**src/rtl/conv2d_stream_engine.sv**
```systemverilog
// Streaming valid-mode KxK 2-D convolution: K-row circular line buffer,
// one-product-per-cycle MAC and optional ReLU on each result.
module conv2d_stream_engine #(
    parameter int DATA_W = 16,
    parameter int ACC_W  = 32,
    parameter int IMG_W  = 8,
    parameter int IMG_H  = 8,
    parameter int K      = 3,
    localparam int KA_W  = (K > 1) ? $clog2(K*K) : 1
) (
    input  logic                     clk,
    input  logic                     rst,
    input  logic                     start,
    input  logic                     relu_en,
    input  logic                     kw_en,
    input  logic [KA_W-1:0]          kw_addr,
    input  logic signed [DATA_W-1:0] kw_data,
    input  logic                     in_valid,
    output logic                     in_ready,
    input  logic signed [DATA_W-1:0] in_data,
    output logic                     out_valid,
    input  logic                     out_ready,
    output logic signed [ACC_W-1:0]  out_data,
    output logic                     out_last,
    output logic                     busy,
    output logic                     done
);
    localparam int OW  = IMG_W - K + 1;
    localparam int OH  = IMG_H - K + 1;
    localparam int CW  = (IMG_W > 1) ? $clog2(IMG_W) : 1;
    localparam int HW  = (IMG_H > 1) ? $clog2(IMG_H) : 1;
    localparam int RW  = (K > 1) ? $clog2(K) : 1;
    localparam int RW1 = RW + 1;
    localparam int NW  = $clog2(K*IMG_W + 1);

    typedef enum logic [2:0] {IDLE, FILL, MAC, EMIT, DONE} state_t;
    state_t state, state_nxt;

    logic signed [DATA_W-1:0] kern [K*K];
    logic signed [DATA_W-1:0] lbuf [K][IMG_W];
    logic [CW-1:0]            wcol, ocol, rd_col;
    logic [RW-1:0]            wr_row, rd_row, kr, kc;
    logic [RW:0]              row_sum;
    logic [KA_W-1:0]          kidx;
    logic [HW-1:0]            orow;
    logic [NW-1:0]            need;
    logic                     relu, mac_last, ocol_end, orow_end;
    logic signed [ACC_W-1:0]  acc, acc_nxt, res, prod_x;

    assign mac_last = (kr == RW'(K-1)) && (kc == RW'(K-1));
    assign ocol_end = (ocol == CW'(OW-1));
    assign orow_end = (orow == HW'(OH-1));

    // wr_row always points at the oldest buffered row, so window row kr
    // lives kr rows after it in the circular buffer.
    assign row_sum = {1'b0, wr_row} + {1'b0, kr};
    assign rd_row  = (row_sum >= RW1'(K)) ? RW'(row_sum - RW1'(K)) : RW'(row_sum);
    assign rd_col  = ocol + CW'(kc);
    assign kidx    = KA_W'(int'(kr) * K + int'(kc));
    assign prod_x  = ACC_W'(kern[kidx]) * ACC_W'(lbuf[rd_row][rd_col]);
    assign acc_nxt = acc + prod_x;

    always_ff @(posedge clk) begin
        if (!rst) state <= IDLE;
        else      state <= state_nxt;
    end

    always_comb begin
        state_nxt = state;
        in_ready  = 1'b0;
        out_valid = 1'b0;
        busy      = 1'b1;
        done      = 1'b0;
        case (state)
            IDLE: begin
                busy = 1'b0;
                if (start) state_nxt = FILL;
            end
            FILL: begin
                in_ready = 1'b1;
                if (in_valid && need == NW'(1)) state_nxt = MAC;
            end
            MAC: if (mac_last) state_nxt = EMIT;
            EMIT: begin
                out_valid = 1'b1;
                if (out_ready) state_nxt = !ocol_end ? MAC : (!orow_end ? FILL : DONE);
            end
            DONE: begin
                done      = 1'b1;
                state_nxt = IDLE;
            end
            default: state_nxt = IDLE;
        endcase
    end

    assign out_last = out_valid && ocol_end && orow_end;
    assign out_data = res;

    always_ff @(posedge clk) begin
        if (!rst) begin
            for (int i = 0; i < K*K; i++) kern[i] <= '0;
            wcol   <= '0;
            wr_row <= '0;
            ocol   <= '0;
            orow   <= '0;
            kr     <= '0;
            kc     <= '0;
            need   <= '0;
            relu   <= 1'b0;
            acc    <= '0;
            res    <= '0;
        end else begin
            case (state)
                IDLE: begin
                    if (kw_en && int'(kw_addr) < K*K) kern[kw_addr] <= kw_data;
                    if (start) begin
                        relu   <= relu_en;
                        wcol   <= '0;
                        wr_row <= '0;
                        ocol   <= '0;
                        orow   <= '0;
                        need   <= NW'(K*IMG_W);
                    end
                end
                FILL: if (in_valid) begin
                    wcol <= (wcol == CW'(IMG_W-1)) ? '0 : wcol + CW'(1);
                    if (wcol == CW'(IMG_W-1))
                        wr_row <= (wr_row == RW'(K-1)) ? '0 : wr_row + RW'(1);
                    need <= need - NW'(1);
                    acc  <= '0;
                    kr   <= '0;
                    kc   <= '0;
                end
                MAC: begin
                    acc <= acc_nxt;
                    kc  <= (kc == RW'(K-1)) ? '0 : kc + RW'(1);
                    if (kc == RW'(K-1)) kr <= (kr == RW'(K-1)) ? '0 : kr + RW'(1);
                    if (mac_last) res <= (relu && acc_nxt < 0) ? '0 : acc_nxt;
                end
                EMIT: if (out_ready) begin
                    acc <= '0;
                    kr  <= '0;
                    kc  <= '0;
                    if (!ocol_end) begin
                        ocol <= ocol + CW'(1);
                    end else if (!orow_end) begin
                        orow <= orow + HW'(1);
                        ocol <= '0;
                        need <= NW'(IMG_W);
                    end
                end
                default: ;
            endcase
        end
    end

    // The buffer needs no reset: every row is rewritten before it is read.
    always_ff @(posedge clk) begin
        if (state == FILL && in_valid) lbuf[wr_row][wcol] <= in_data;
    end
endmodule

```
**config.mk**
```make
export PLATFORM = sky130hd
export DESIGN_NAME = conv2d_stream_engine
export DESIGN_NICKNAME = d
export VERILOG_FILES = /design/src/rtl/conv2d_stream_engine.sv
export SDC_FILE = /design/constraint.sdc
export NUM_CORES = 2
export LEC_CHECK = 0
export CORE_MARGIN = 3
export CORE_UTILIZATION = 65
export CTS_BUF_LIST = sky130_fd_sc_hd__clkbuf_8
export DETAILED_ROUTE_END_ITERATION = 12
export PLACE_DENSITY = 0.9
export SLEW_MARGIN = 25
export SYNTH_ARGS = -nofsm -noshare
export SYNTH_HDL_FRONTEND = slang
export SYNTH_SLANG_ARGS = --single-unit
```
**constraint.sdc**
```tcl
create_clock -name clk -period 12.8 [get_ports clk]
set_input_delay 1.92 -clock clk [delete_from_list [all_inputs] [get_ports clk]]
set_output_delay 1.92 -clock clk [all_outputs]
set_load 0.02 [all_outputs]
```
==> qor_table.md <==
| Quantity | This run |
|:---|:---|
| Count of cell types in the netlist | 72 |
| Global-route wire length before repair | 154300 um |
| Htree depth | 3 |
| Required time of the critical path | 13390 ps |
| Clock root buffer | sky130_fd_sc_hd__clkbuf_8 |
| Placer's final routability congestion estimate | 0.8944 |
| Cell accounting for the most synthesized area | sky130_fd_sc_hd__edfxtp_1 |
| Worst setup skew after layout | 44.61 ps |
| DRT iter0 DRCs | 3121 |
| Reg clk slew, reported paths | 80 ps |
| Number of max-cap violations | 0 |
| Vias in the first global route | 26200 |
| Number of search-and-repair iterations in the first detailed-routing pass | 7 |
| Final hold slack | 458.9 ps |
| Sum of negative setup slack | 0 ps |
| Kind of start point of the critical path | flip-flop |
| Number of remaining DRC errors | 0 |
| Total routed wirelength | 100100 um |
| Average instance area after synthesis | 14.40 um^2 |
| Fraction of layout instances using a drive strength above 1 | 14.39% |
| Final Critical Period | 11020 ps |
| Synth Instances | 2805 |
| Insertion delay of the later-clocked pin in the worst-skew pair | 740 ps |
| Gr ovfl total | 0 |
| Die area | 65190 um^2 |
| Synth async-reset ratio | 0% |
| Growth of design area from synthesis to finish | 10.62% |
| Worst setup margin | 1779 ps |
| Pins over their slew limit | 0 |
| Cts repair resizes | 0 |
| Post-placement worst setup slack | 1947 ps |
| Highest fanout seen on the critical path | 14 |
| Sequential fraction of the synthesis area | 51.92% |
| Fraction of synthesized cell area taken by the top area cell type | 47.56% |
| Global router's overall resource usage | 31.23% |
| Post-Route Utilization | 73.37% |
| Critical path's largest stage delay | 680 ps |
| Number of flip-flops and latches in the synthesized netlist | 728 |
| Buffer depth of the longest clock path | 3 |
| Max-slew headroom | 29.44% |
| CTS Buf Count | 109 |
| CTS tree | yes |
| Outcome | complete, no violations |
| Overall die width | 255.3 um |
| Flip-flop cell with the highest count after synthesis | sky130_fd_sc_hd__edfxtp_1 |
| Number of buffers added to fix hold violations after cts | 0 |
| Core region area | 60920 um^2 |
| Initial core utilization | 66.32% |
| CP endpoint kind | flip-flop |
| Row count | 90 |
| Die Y | 255.3 um |
| Setup Buffers After CTS | 0 |
| Max Fclk | 0.09074 GHz |
| Half-perimeter wire length of the detailed placement result | 64970 um |
| Wirelength per Cell | 25.37 um |
| Net total in the final layout | 3478 |
| Cell area after synthesis | 40410 um^2 |
| Mean number of vias per cell | 6.274 |
| Synth top area cells | sky130_fd_sc_hd__edfxtp_1 (48%), sky130_fd_sc_hd__fa_1 (15%), sky130_fd_sc_hd__mux4_2 (10%) |
| Class of the tightest hold or removal check | flip-flop to flip-flop |
| Tcrit/Tclk final | 86.10% |
| Arrival time worst endpoint | 11610 ps |
| Library cell contributing the largest single delay on the critical path | sky130_fd_sc_hd__fa_1 |
| Pin count of the biggest net entering global routing | 66 |
| Tightest Pin Transition | 1055 ps |
| Total number of vias | 24750 |
| Number of synthesized flops with an enable pin | 640 |
| Final-report setup violation count | 0 |
| Unrepaired setup endpoints after global routing | false |
| Top-level port count | 80 |
| Count of clock tree sinks | 728 |
| Final Hold Viols | 0 |
| Number of warning messages in the yosys log | 0 |
| IO Port Bufs | 79 |
| Antenna violations before repair | 3 |
| Kind of critical path | flip-flop to flip-flop |
| Antenna Violating Nets Remaining | 0 |
cells in the mapped netlist, types with 33 or more instances:
cell type	number
sky130_fd_sc_hd__fa_1	297
sky130_fd_sc_hd__nand2b_1	37
sky130_fd_sc_hd__nand2_1	188
sky130_fd_sc_hd__clkbuf_1	84
sky130_fd_sc_hd__a22oi_1	45
sky130_fd_sc_hd__and3_1	52
sky130_fd_sc_hd__inv_1	360
sky130_fd_sc_hd__nor2b_1	90
sky130_fd_sc_hd__mux4_2	184
sky130_fd_sc_hd__dfxtp_1	88
sky130_fd_sc_hd__edfxtp_1	640
sky130_fd_sc_hd__a21oi_1	33
sky130_fd_sc_hd__and2_1	149
sky130_fd_sc_hd__nor2_1	91
sky130_fd_sc_hd__ha_1	111
cell type report:
class,instances,area (um^2)
fill,3447,16220
clock buffer,116,1597
timing repair buffer,133,1215
clock inverter,82,481.7
inverter,360,1351
tap,828,1036
antenna,3,7.507
multi-input combinational,1695,18030
sequential,728,20980
final timing paths:
check                                           endpoint                startpoint  slack, ps  cells past startpoint
worst min-delay path            out_data[2]$_SDFFE_PN0P_  out_data[2]$_SDFFE_PN0P_        460                      2
worst max-delay path            out_data[5]$_SDFFE_PN0P_    wr_row[0]$_SDFFE_PN0P_       1780                     32
worst min register to register  out_data[2]$_SDFFE_PN0P_  out_data[2]$_SDFFE_PN0P_        460                      2
worst max register to register  out_data[5]$_SDFFE_PN0P_    wr_row[0]$_SDFFE_PN0P_       1780                     32
cells by family after synthesis:
kind of cell	count (synthesis)	share of synthesized area, %
flip-flops	728	51.92
AND/OR/NAND/NOR	680	8.832
buffers and inverters	493	4.899
adder cells (fa/ha/maj)	408	18.15
AO/OA/AOI/OAI	234	4.128
multiplexers	218	11.12
XOR/XNOR	43	0.9321
other	1	0.009281
critical path, delay by kind of cell, from the launching register on:
kind | cells | cell delay (ps)
adders and majority gates | 10 | 4640
AOI/OAI and AO/OA | 7 | 2280
and+or+nand+nor | 5 | 1500
muxes | 2 | 1060
buffers and inverters | 8 | 750
DFF | 1 | 610
routing by layer:
layer	part of all wire, %	up-vias	GRT usage [%]
met5	0	-	0
met4	5.1	0	14.64
met3	11	425	7.011
met2	49	1748	51.42
met1	34	12370	40.06
li1	-	10210	-
cells in the final DEF (no fill, tap or decap), drive strengths merged, types with 6 or more instances in the layout:
cell type,netlist,routed
edfxtp,640,640
inv,360,392
fa,297,297
nand2,188,188
mux4,184,184
and2,149,149
clkbuf,84,116
conb,1,112
ha,111,111
nor2,91,91
nor2b,90,90
dfxtp,88,88
clkdlybuf4s50,0,78
o21ai,61,61
buf,49,55
and3,52,52
a22oi,45,45
clkinv,0,42
a21oi,40,40
nand2b,37,37
xnor2,28,28
mux2i,26,26
nor3,25,25
xor2,15,15
nand3,14,14
a21o,11,11
o31ai,11,11
o211ai,8,8
a211oi,8,8
mux2,8,8
o21a,6,6
per-stage QoR:
step,cells,area [um^2]
after CTS,3941,44650
after detailed placement,3743,42570
after floorplan,2916,40820
after global routing,3945,44700
final,3945,44700
after global placement,3742,42520
registers in the layout, indices dropped and copies added, names as in the netlist:
signal and count:
lbuf 384, kc 2, ocol 3, kr 2
orow 3, state 3, relu 1, need 5
out_data 32, wr_row 2, wcol 3, acc 32
kern 256
Power is left out: the tool's default activity adds up to more than one toggle a clock period on the data nets, which glitch-free logic cannot reach.
